<file path="src/rtl/ram_arb_pkg.sv">
// Shared types and constants for the two-master RAM port arbiter.
package ram_arb_pkg;

    localparam int WORD_BYTES = 4;

    typedef enum logic [1:0] {
        RESP_NONE = 2'd0,
        RESP_M0   = 2'd1,
        RESP_M1   = 2'd2
    } resp_owner_e;

endpackage

</file>
<file path="src/rtl/rr_arb2.sv">
// Two-way round-robin arbiter. The grant is combinational in the request
// cycle; last_grant remembers which master won most recently (1 = m1).
module rr_arb2 (
    input  logic       clk,
    input  logic       rst,
    input  logic [1:0] req,
    output logic [1:0] gnt
);

    logic last_grant;

    // Pick the single requester, or on a tie the master not granted last.
    always_comb begin
        gnt = 2'b00;
        if (!rst) begin
            if (req == 2'b11) begin
                gnt = last_grant ? 2'b01 : 2'b10;
            end else begin
                gnt = req;
            end
        end
    end

    // Remember the winner; reset points at m1 so m0 wins the first tie.
    always_ff @(posedge clk) begin
        if (rst) begin
            last_grant <= 1'b1;
        end else if (gnt != 2'b00) begin
            last_grant <= gnt[1];
        end
    end

endmodule

</file>
<file path="src/rtl/ram_port_arbiter.sv">
// Shares one single-port, write-first RAM between the core LSU (m0) and the
// accelerator (m1). Every grant yields exactly one response a cycle later;
// accesses outside the window or misaligned are answered with err and never
// reach the RAM.
module ram_port_arbiter
    import ram_arb_pkg::*;
#(
    parameter int          ADDR_WIDTH = 12,
    parameter logic [31:0] BASE_ADDR  = 32'h0000_0000
) (
    input  logic                  clk,
    input  logic                  rst,
    input  logic                  m0_req_i,
    input  logic [31:0]           m0_addr_i,
    input  logic                  m0_we_i,
    input  logic [3:0]            m0_be_i,
    input  logic [31:0]           m0_wdata_i,
    output logic                  m0_gnt_o,
    output logic                  m0_rvalid_o,
    output logic                  m0_err_o,
    output logic [31:0]           m0_rdata_o,
    input  logic                  m1_req_i,
    input  logic [31:0]           m1_addr_i,
    input  logic                  m1_we_i,
    input  logic [3:0]            m1_be_i,
    input  logic [31:0]           m1_wdata_i,
    output logic                  m1_gnt_o,
    output logic                  m1_rvalid_o,
    output logic                  m1_err_o,
    output logic [31:0]           m1_rdata_o,
    output logic                  ram_en_o,
    output logic                  ram_we_o,
    output logic [3:0]            ram_be_o,
    output logic [ADDR_WIDTH-1:0] ram_addr_o,
    output logic [31:0]           ram_wdata_o,
    input  logic [31:0]           ram_rdata_i
);

    // Window size in bytes, held in 33 bits so the top-of-range compare never wraps.
    localparam logic [32:0] WINDOW_BYTES = 33'(WORD_BYTES) << ADDR_WIDTH;

    logic [1:0]  gnt;
    logic        granted;
    logic [31:0] sel_addr;
    logic        sel_we;
    logic [3:0]  sel_be;
    logic [31:0] sel_wdata;
    logic [32:0] offset;
    logic        invalid;
    logic        access_ok;

    resp_owner_e resp_q, resp_d;
    logic        err_q;
    logic        read_q;

    rr_arb2 u_arb (
        .clk (clk),
        .rst (rst),
        .req ({m1_req_i, m0_req_i}),
        .gnt (gnt)
    );

    assign m0_gnt_o = gnt[0];
    assign m1_gnt_o = gnt[1];
    assign granted  = gnt[0] | gnt[1];

    // Route the winner's request and classify it against the RAM window.
    always_comb begin
        sel_addr  = gnt[1] ? m1_addr_i  : m0_addr_i;
        sel_we    = gnt[1] ? m1_we_i    : m0_we_i;
        sel_be    = gnt[1] ? m1_be_i    : m0_be_i;
        sel_wdata = gnt[1] ? m1_wdata_i : m0_wdata_i;
        offset    = {1'b0, sel_addr} - {1'b0, BASE_ADDR};
        invalid   = (sel_addr[1:0] != 2'b00)
                 || ({1'b0, sel_addr} < {1'b0, BASE_ADDR})
                 || (offset >= WINDOW_BYTES);
        access_ok = granted && !invalid;
    end

    // Drive the RAM port only for a granted, valid access; park it at zero otherwise.
    always_comb begin
        ram_en_o    = 1'b0;
        ram_we_o    = 1'b0;
        ram_be_o    = 4'h0;
        ram_addr_o  = '0;
        ram_wdata_o = 32'h0;
        if (access_ok) begin
            ram_en_o    = 1'b1;
            ram_we_o    = sel_we;
            ram_be_o    = sel_be;
            ram_addr_o  = offset[ADDR_WIDTH+1:2];
            ram_wdata_o = sel_wdata;
        end
    end

    // Next response owner is this cycle's winner, or nobody.
    always_comb begin
        resp_d = RESP_NONE;
        if (gnt[0]) begin
            resp_d = RESP_M0;
        end else if (gnt[1]) begin
            resp_d = RESP_M1;
        end
    end

    // Response state register with the error and read-data flags captured alongside.
    always_ff @(posedge clk) begin
        if (rst) begin
            resp_q <= RESP_NONE;
            err_q  <= 1'b0;
            read_q <= 1'b0;
        end else begin
            resp_q <= resp_d;
            err_q  <= granted && invalid;
            read_q <= access_ok && !sel_we;
        end
    end

    // Steer the response; reset suppresses any response still in flight.
    always_comb begin
        m0_rvalid_o = !rst && (resp_q == RESP_M0);
        m1_rvalid_o = !rst && (resp_q == RESP_M1);
        m0_err_o    = m0_rvalid_o && err_q;
        m1_err_o    = m1_rvalid_o && err_q;
        m0_rdata_o  = (m0_rvalid_o && read_q) ? ram_rdata_i : 32'h0;
        m1_rdata_o  = (m1_rvalid_o && read_q) ? ram_rdata_i : 32'h0;
    end

endmodule

</file>
<file path="config.mk">
export PLATFORM = sky130hd
export DESIGN_NAME = ram_port_arbiter
export DESIGN_NICKNAME = d
export VERILOG_FILES = /design/src/rtl/ram_arb_pkg.sv /design/src/rtl/rr_arb2.sv /design/src/rtl/ram_port_arbiter.sv
export SDC_FILE = /design/constraint.sdc
export NUM_CORES = 1
export LEC_CHECK = 0
export ABC_AREA = 0
export CAP_MARGIN = 25
export CORE_AREA = 2 2 113 115
export DETAILED_ROUTE_END_ITERATION = 7
export DIE_AREA = 0 0 115 117
export PLACE_DENSITY = 0.61
export SYNTH_ARGS = -nofsm -noshare
export SYNTH_HDL_FRONTEND = slang
export SYNTH_SLANG_ARGS = --single-unit
</file>
<file path="constraint.sdc">
create_clock -name clk -period 2.14 [get_ports clk]
set_input_delay 0.321 -clock clk [delete_from_list [all_inputs] [get_ports clk]]
set_output_delay 0.321 -clock clk [all_outputs]
set_load 0.03 [all_outputs]
</file>
==> summary.txt, run 1 <==
Critical path
  – Startpoint Class: input pin
  – Max FO, Critical Path: 8
  – Crit path max-delay family: simple AND/OR/NAND/NOR gates
  – CP Capture Type: output pin
  – Crit path kind: input pin to output pin
  – Worst path depth: 6
  – RR Endpoint: err_q
  – Worst Reg-to-Reg Cells: 9
  – Critical Path Start: m1_addr_i[15]
  – Crit path buffers/inverters: 3
  – Critical Path RT: around 1.8 ns
  – Worst flop-to-flop path startpoint: u_arb.last_grant
  – R2R setup slack: 0.15 ns
  – CP max stage delay: 0.64 ns
  – Crit path to: ram_wdata_o[1]
  – Cell Chain, Critical Path: buf_6 -> or4_4 -> or4_4 -> bufbuf_16 -> a21oi_4 -> buf_6
  – Critical-path top delay cell: or4_4
  – CP arrival: 2.22 ns

Finish
  – Commonest non-fill, non-tap cell in the layout: clkdlybuf4s50_1
  – Final #Nets: 714
  – Area grow syn2layout: 221%
  – Number of diodes: 0
  – Most frequent cells in the layout: 130 x clkdlybuf4s50_1, 80 x buf_4, 64 x and3_1
  – Share of layout cells above drive strength 1: between 40% and 50%

Route
  – Drt total wl: 11.7 mm
  – M1 WL: 3.90 mm
  – Detailed-route vias per instance: 4.63
  – DR top layer: met4
  – Drt initial violations: 100
  – First-pass iteration count of the detailed router: 4
  – Antenna Nets Post-Route: 0
  – DR DRC count: 0
  – WL per Instance: 17.0 um
  – WL met3: 924 um
  – Met2 wire length: 6.80 mm
  – Vias: roughly 3200

Flow run
  – Max-Cap Viols: 0

Global route
  – Total GRT Usage: 15.0%
  – GRT overflow: 0
  – First-pass GRT wire length: 15.8 mm
  – Initial antenna violation count: 0
  – Vias in the first global route: between 3000 and 4000
  – Pin count of the biggest net entering global routing: 65

Timing
  – Max-slew violations: 0
  – Worst Skew: 0.000315 ns
  – Period utilization: 119%
  – Final setup viols: 50
  – RSZ-0062 raised after global routing: true
  – Slew @ Worst Pin: 0.415 ns
  – Slew HR: 72.4%
  – Final Critical Period: between 2 and 3 ns
  – Hold WS: between 0.5 and 0.6 ns
  – Worst Setup Slack, final: -0.406 ns
  – Final Hold Viols: 0
  – F_max: 393 MHz
  – Setup TNS: -17.53 ns

Clock network
  – CTS Hold Bufs: 0
  – Clock buffer depth: 2
  – CTS tree: built
  – Later-pin clock latency in the skew report: 0.23 ns
  – Clk root buf: clkbuf_16
  – Clock sink count: 5
  – Level count of the clock H-tree: 1
  – CTS Buf Count: 3
  – Worst-path clk slew: 0.03 ns

Die
  – Die Y: 117 um
  – Die ar.: 0.0135 mm^2
  – Core area: 0.0123 mm^2
  – Num rows: 41
  – I/O Pins: 294
  – Die X: 115 um
  – Starting density of the core: 14.4%

Placed design
  – Final GP Congestion: between 0.7 and 0.8
  – IO buf count: 293
  – Post-DP HPWL: 8.88 mm

Logic synthesis
  – Syn Nets: 411
  – Post-Syn Area: ~0.0018 mm^2
  – Syn Inst Count: approximately 240
  – Synth Register Bits: 5
  – Synth Warn #: 0
  – Syn avg cell area: around 7.5 um^2
  – Sequential area share after synthesis: around 5.7%
  – Yosys cell types: 24

Pwr
  – PD cells: 158 mW/mm^2
  – Switching Share: 26.4%
  – VDD IR max: around 160 uV
  – LEAKAGE: about 2.5 nW
  – Psw: ~0.24 mW
  – Clock share of power: 34.1%
  – Proportion of power drawn by combinational gates: 54.5%
  – Reg power frac: 11.4%
  – Pint: 0.662 mW

Status
  – Violated checks: setup timing
  – Status: finished, violations left

Worst hold path
  – Hold depth: 3
  – Hold Path Class: input pin to register
[how the worst min path moves through the flow]
stage	from	end	slack, ns
4_1_cts	u_arb.last_grant	u_arb.last_grant	0.55
3_5_place_dp	u_arb.last_grant	u_arb.last_grant	0.55
2_1_floorplan	rst	resp_q[0]	0.40
3_3_place_gp	u_arb.last_grant	u_arb.last_grant	0.53
5_1_grt	rst	resp_q[0]	0.56
6_report	rst	resp_q[0]	0.53
[flip-flops by register name (all words and copies together) (netlist names)]
| register | count |
|---|---|
| resp_q | 2 |
| err_q | 1 |
| read_q | 1 |
| u_arb.last_grant | 1 |
[synthesized netlist by cell type, drive strengths merged]
cell type / n / area [um^2]
a22oi: 49 / 368
nor2b: 1 / 6.26
nor2: 1 / 3.75
nor4: 8 / 50.1
a211o: 1 / 8.76
a2bb2oi: 1 / 8.76
buf: 12 / 173
nor3: 2 / 10.0
nor3b: 2 / 15.0
or4: 4 / 33.8
dfxtp: 5 / 100
and3: 64 / 400
a21oi: 51 / 443
and2: 2 / 12.5
inv: 4 / 15.0
nand2: 5 / 18.8
nand3b: 1 / 7.51
o211a: 1 / 10.0
clkbuf: 23 / 86.3
[routing by layer]
layer | vias to the layer above | GRT usage (%)
met2 | 190 | 32.1
met1 | 1466 | 14.3
met3 | 8 | 3.19
met5 | - | 0
met4 | 0 | 3.61
li1 | 1529 | -
[power groups by stage]
stage | registers (mW) | logic (mW) | clock network [mW]
2_1_floorplan | 0.102 | 0.135 | 0
3_3_place_gp | 0.103 | 0.502 | 0
3_5_place_dp | 0.104 | 0.510 | 0
4_1_cts | 0.103 | 0.491 | 0.315
5_1_grt | 0.103 | 0.525 | 0.320
6_report | 0.102 | 0.491 | 0.307
[cells by family after synthesis]
logic type / after synthesis / share of synthesized area [%]
AOI/OAI and AO/OA: 103 / 47.3
and+or+nand+nor: 90 / 31.5
buffers and inverters: 39 / 15.5
DFF: 5 / 5.65
[what timing repair did]
item                       in CTS  in global routing
gates cloned                    9                  3
gates resized for setup       102                 39
pin swaps                      25                 26
buffers inserted                5                  9
setup endpoints to repair      51                 51
[layout make-up]
class / instances / area [um^2]
tap: 150 / 188
fill: 1174 / 6620
clock buffer: 4 / 78.8
inverter: 4 / 15.0
sequential: 5 / 101
timing repair buffer: 333 / 3500
multi-input combinational: 193 / 1810
[worst reg2reg max path: cells and delay by family, from the launching register on]
kind	cells	cell delay, ns
buf+inv	5	0.69
flops	1	0.31
simple gates	3	0.77
compound gates	1	0.10
[stage by stage]
step	std cells	area, um^2	setup WS [ns]	util (%)	power (mW)
final	689	5690	-0.406	46.2	0.900
after global routing	689	5690	-0.469	46.2	0.948
after CTS	680	5520	-0.445	44.8	0.909
after detailed placement	663	5040	-0.564	40.9	0.614
after global placement	663	5040	-0.562	40.9	0.605
after floorplan	237	2200	0.00639	-	0.238
No activity file was read; power rests on OpenSTA's default activity.
==> run 2, diff against run 1 <==
CTS_BUF_LIST = sky130_fd_sc_hd__clkbuf_4 sky130_fd_sc_hd__clkbuf_8 sky130_fd_sc_hd__clkbuf_16   (was not set)
==> run 2 against run 1 <==
Effect of this change:
- die area did not move
- setup slack barely moved
- count of clock-buffer cells in the layout unchanged
- highest routed layer unchanged
- the run still ends with setup timing left
==> summary.txt, run 2 (synthesis gave the netlist of run 1 again) <==
Status
  – Status: finished, violations left
  – Violated checks: setup timing

Clock network
  – Worst-path clk slew: roughly 0.03 ns
  – Level count of the clock H-tree: 1
  – CTS Buf Count: 3
  – Clk root buf: clkbuf_16
  – Clock buffer depth: 2
  – Clock sink count: 5
  – Later-pin clock latency in the skew report: about 0.23 ns
  – CTS tree: built

Die
  – Core area: 0.0123 mm^2
  – Die ar.: 0.0135 mm^2
  – Num rows: 41
  – I/O Pins: 294
  – Die X: 115 um
  – Die Y: about 120 um
  – Starting density of the core: 14.4%

Critical path
  – Critical-path top delay cell: or4_4
  – CP Capture Type: output pin
  – Startpoint Class: input pin
  – Crit path buffers/inverters: 3
  – Cell Chain, Critical Path: buf_6 -> or4_4 -> or4_4 -> bufbuf_16 -> a21oi_4 -> buf_6
  – R2R setup slack: 0.15 ns
  – Worst Reg-to-Reg Cells: 9
  – RR Endpoint: err_q
  – Crit path max-delay family: simple AND/OR/NAND/NOR gates
  – CP max stage delay: approximately 0.64 ns
  – Crit path kind: input pin to output pin
  – Critical Path RT: 1.82 ns
  – Worst flop-to-flop path startpoint: u_arb.last_grant
  – Max FO, Critical Path: 8
  – CP arrival: 2.22 ns

Worst hold path
  – Hold depth: 3
  – HP Start: rst
  – Hold Path Class: input pin to register
  – Hold endpoint: resp_q[0]

Timing
  – Final Hold Viols: 0
  – F_max: roughly 400 MHz
  – Max-slew violations: 0
  – RSZ-0062 raised after global routing: true
  – Period utilization: 119%
  – Worst Skew: 0.000302 ns
  – Worst Setup Slack, final: -0.406 ns
  – Final setup viols: 50
  – Slew @ Worst Pin: 0.413 ns
  – Final Critical Period: 2.55 ns
  – Slew HR: 72.5%

Route
  – Drt total wl: 11.7 mm
  – Drt initial violations: 102
  – Vias: 3197
  – First-pass iteration count of the detailed router: 4
  – Detailed-route vias per instance: 4.64
  – WL per Instance: 17.0 um
  – DR DRC count: 0
  – Antenna Nets Post-Route: 0

Placed design
  – IO buf count: 293
  – Final GP Congestion: 0.780
  – Placed Cells: 663
  – Post-DP HPWL: 8.88 mm
  – DP Area: 0.00504 mm^2

Global route
  – Vias in the first global route: 3065
  – GRT overflow: 0
  – Total GRT Usage: between 10% and 20%
  – First-pass GRT wire length: 15.8 mm
  – Initial antenna violation count: 0
  – Pin count of the biggest net entering global routing: 65

Finish
  – Commonest non-fill, non-tap cell in the layout: clkdlybuf4s50_1
  – Layout Cells excl Fill: slightly below 700
  – Share of layout cells above drive strength 1: 43.0%
  – Final instance area: 0.00569 mm^2
  – Final #Nets: 714
  – FILL cells: roughly 1200
  – Max reg flops: 2
  – Largest reg by FF count: resp_q
  – Area grow syn2layout: 222%
  – Most frequent cells in the layout: 130 x clkdlybuf4s50_1, 80 x buf_4, 64 x and3_1
  – Number of diodes: 0

Pwr
  – LEAKAGE: 2.46 nW
  – VDD IR max: 170 uV
  – PD cells: 160 mW/mm^2

Flow run
  – Max-Cap Viols: 0
[run 2: cell count changes in the layout (fill, tap and decap cells not counted)]
| cell | before | now |
|---|---|---|
| clkbuf_1 | 1 | 0 |
| clkbuf_4 | 0 | 1 |
[run 2: how the worst max path moves through the flow]
stage / start / end / slack, ns / cells after the start
after floorplan: m0_addr_i[17] / ram_addr_o[0] / 0.006 / 5
after global placement: m0_addr_i[17] / ram_wdata_o[9] / -0.56 / 6
after detailed placement: m0_addr_i[17] / ram_wdata_o[13] / -0.56 / 6
after CTS: m1_addr_i[15] / ram_wdata_o[16] / -0.45 / 6
after global routing: m0_addr_i[22] / ram_we_o / -0.47 / 8
final: m1_addr_i[15] / ram_wdata_o[1] / -0.41 / 6
[run 2: final cells by class]
type	count	area, um^2	area share (%)
clock buffer	4	82.6	1.45
inverter	4	15.0	0.264
multi-input combinational	193	1810	31.8
sequential	5	101	1.78
tap	150	188	3.30
timing repair buffer	333	3500	61.4
[run 2: worst min-delay path: cells and delay by family]
family / cells / cell delay [ns]
AND/OR/NAND/NOR: 1 / 0.05
buffers and inverters: 2 / 0.33
[run 2: layer usage]
| layer | vias up | track usage, % | part of all wire, % |
|---|---|---|---|
| li1 | 1529 | - | - |
| met1 | 1466 | 14.3 | 33 |
| met2 | 194 | 32.1 | 58 |
| met3 | 8 | 3.19 | 8.0 |
| met4 | 0 | 3.61 | 0.98 |
| met5 | - | 0 | 0 |
[run 2: what timing repair did]
| item | 4_1_cts | 5_1_grt |
|---|---|---|
| pin swaps | 25 | 26 |
| cloned | 9 | 3 |
| gates resized for setup | 102 | 39 |
| endpoints found under the setup margin | 51 | 51 |
| hold buffers | 0 | 0 |
| buffers inserted | 5 | 9 |
[run 2: power breakdown]
group / internal, mW / total, mW / switching (mW)
logic: 0.316 / 0.491 / 0.175
registers: 0.0996 / 0.102 / 0.00284
clock network: 0.259 / 0.319 / 0.0601
[run 2: through the flow]
stage,TNS (ns),power (mW),setup WS (ns),hold slack [ns],utilization (%)
after floorplan,0,0.238,0.00639,0.400,-
after global placement,-26.86,0.605,-0.562,0.534,40.9
after detailed placement,-27.04,0.614,-0.564,0.550,40.9
after CTS,-18.95,0.921,-0.445,0.553,44.8
after global routing,-21.79,0.961,-0.469,0.562,46.3
final,-17.52,0.913,-0.406,0.527,46.3
==> run 3, diff against run 2 <==
CTS_CLUSTER_DIAMETER = 80   (was not set)
==> results of run 3 <==
The final DEF is identical to that of run 2; final timing and power are the same.
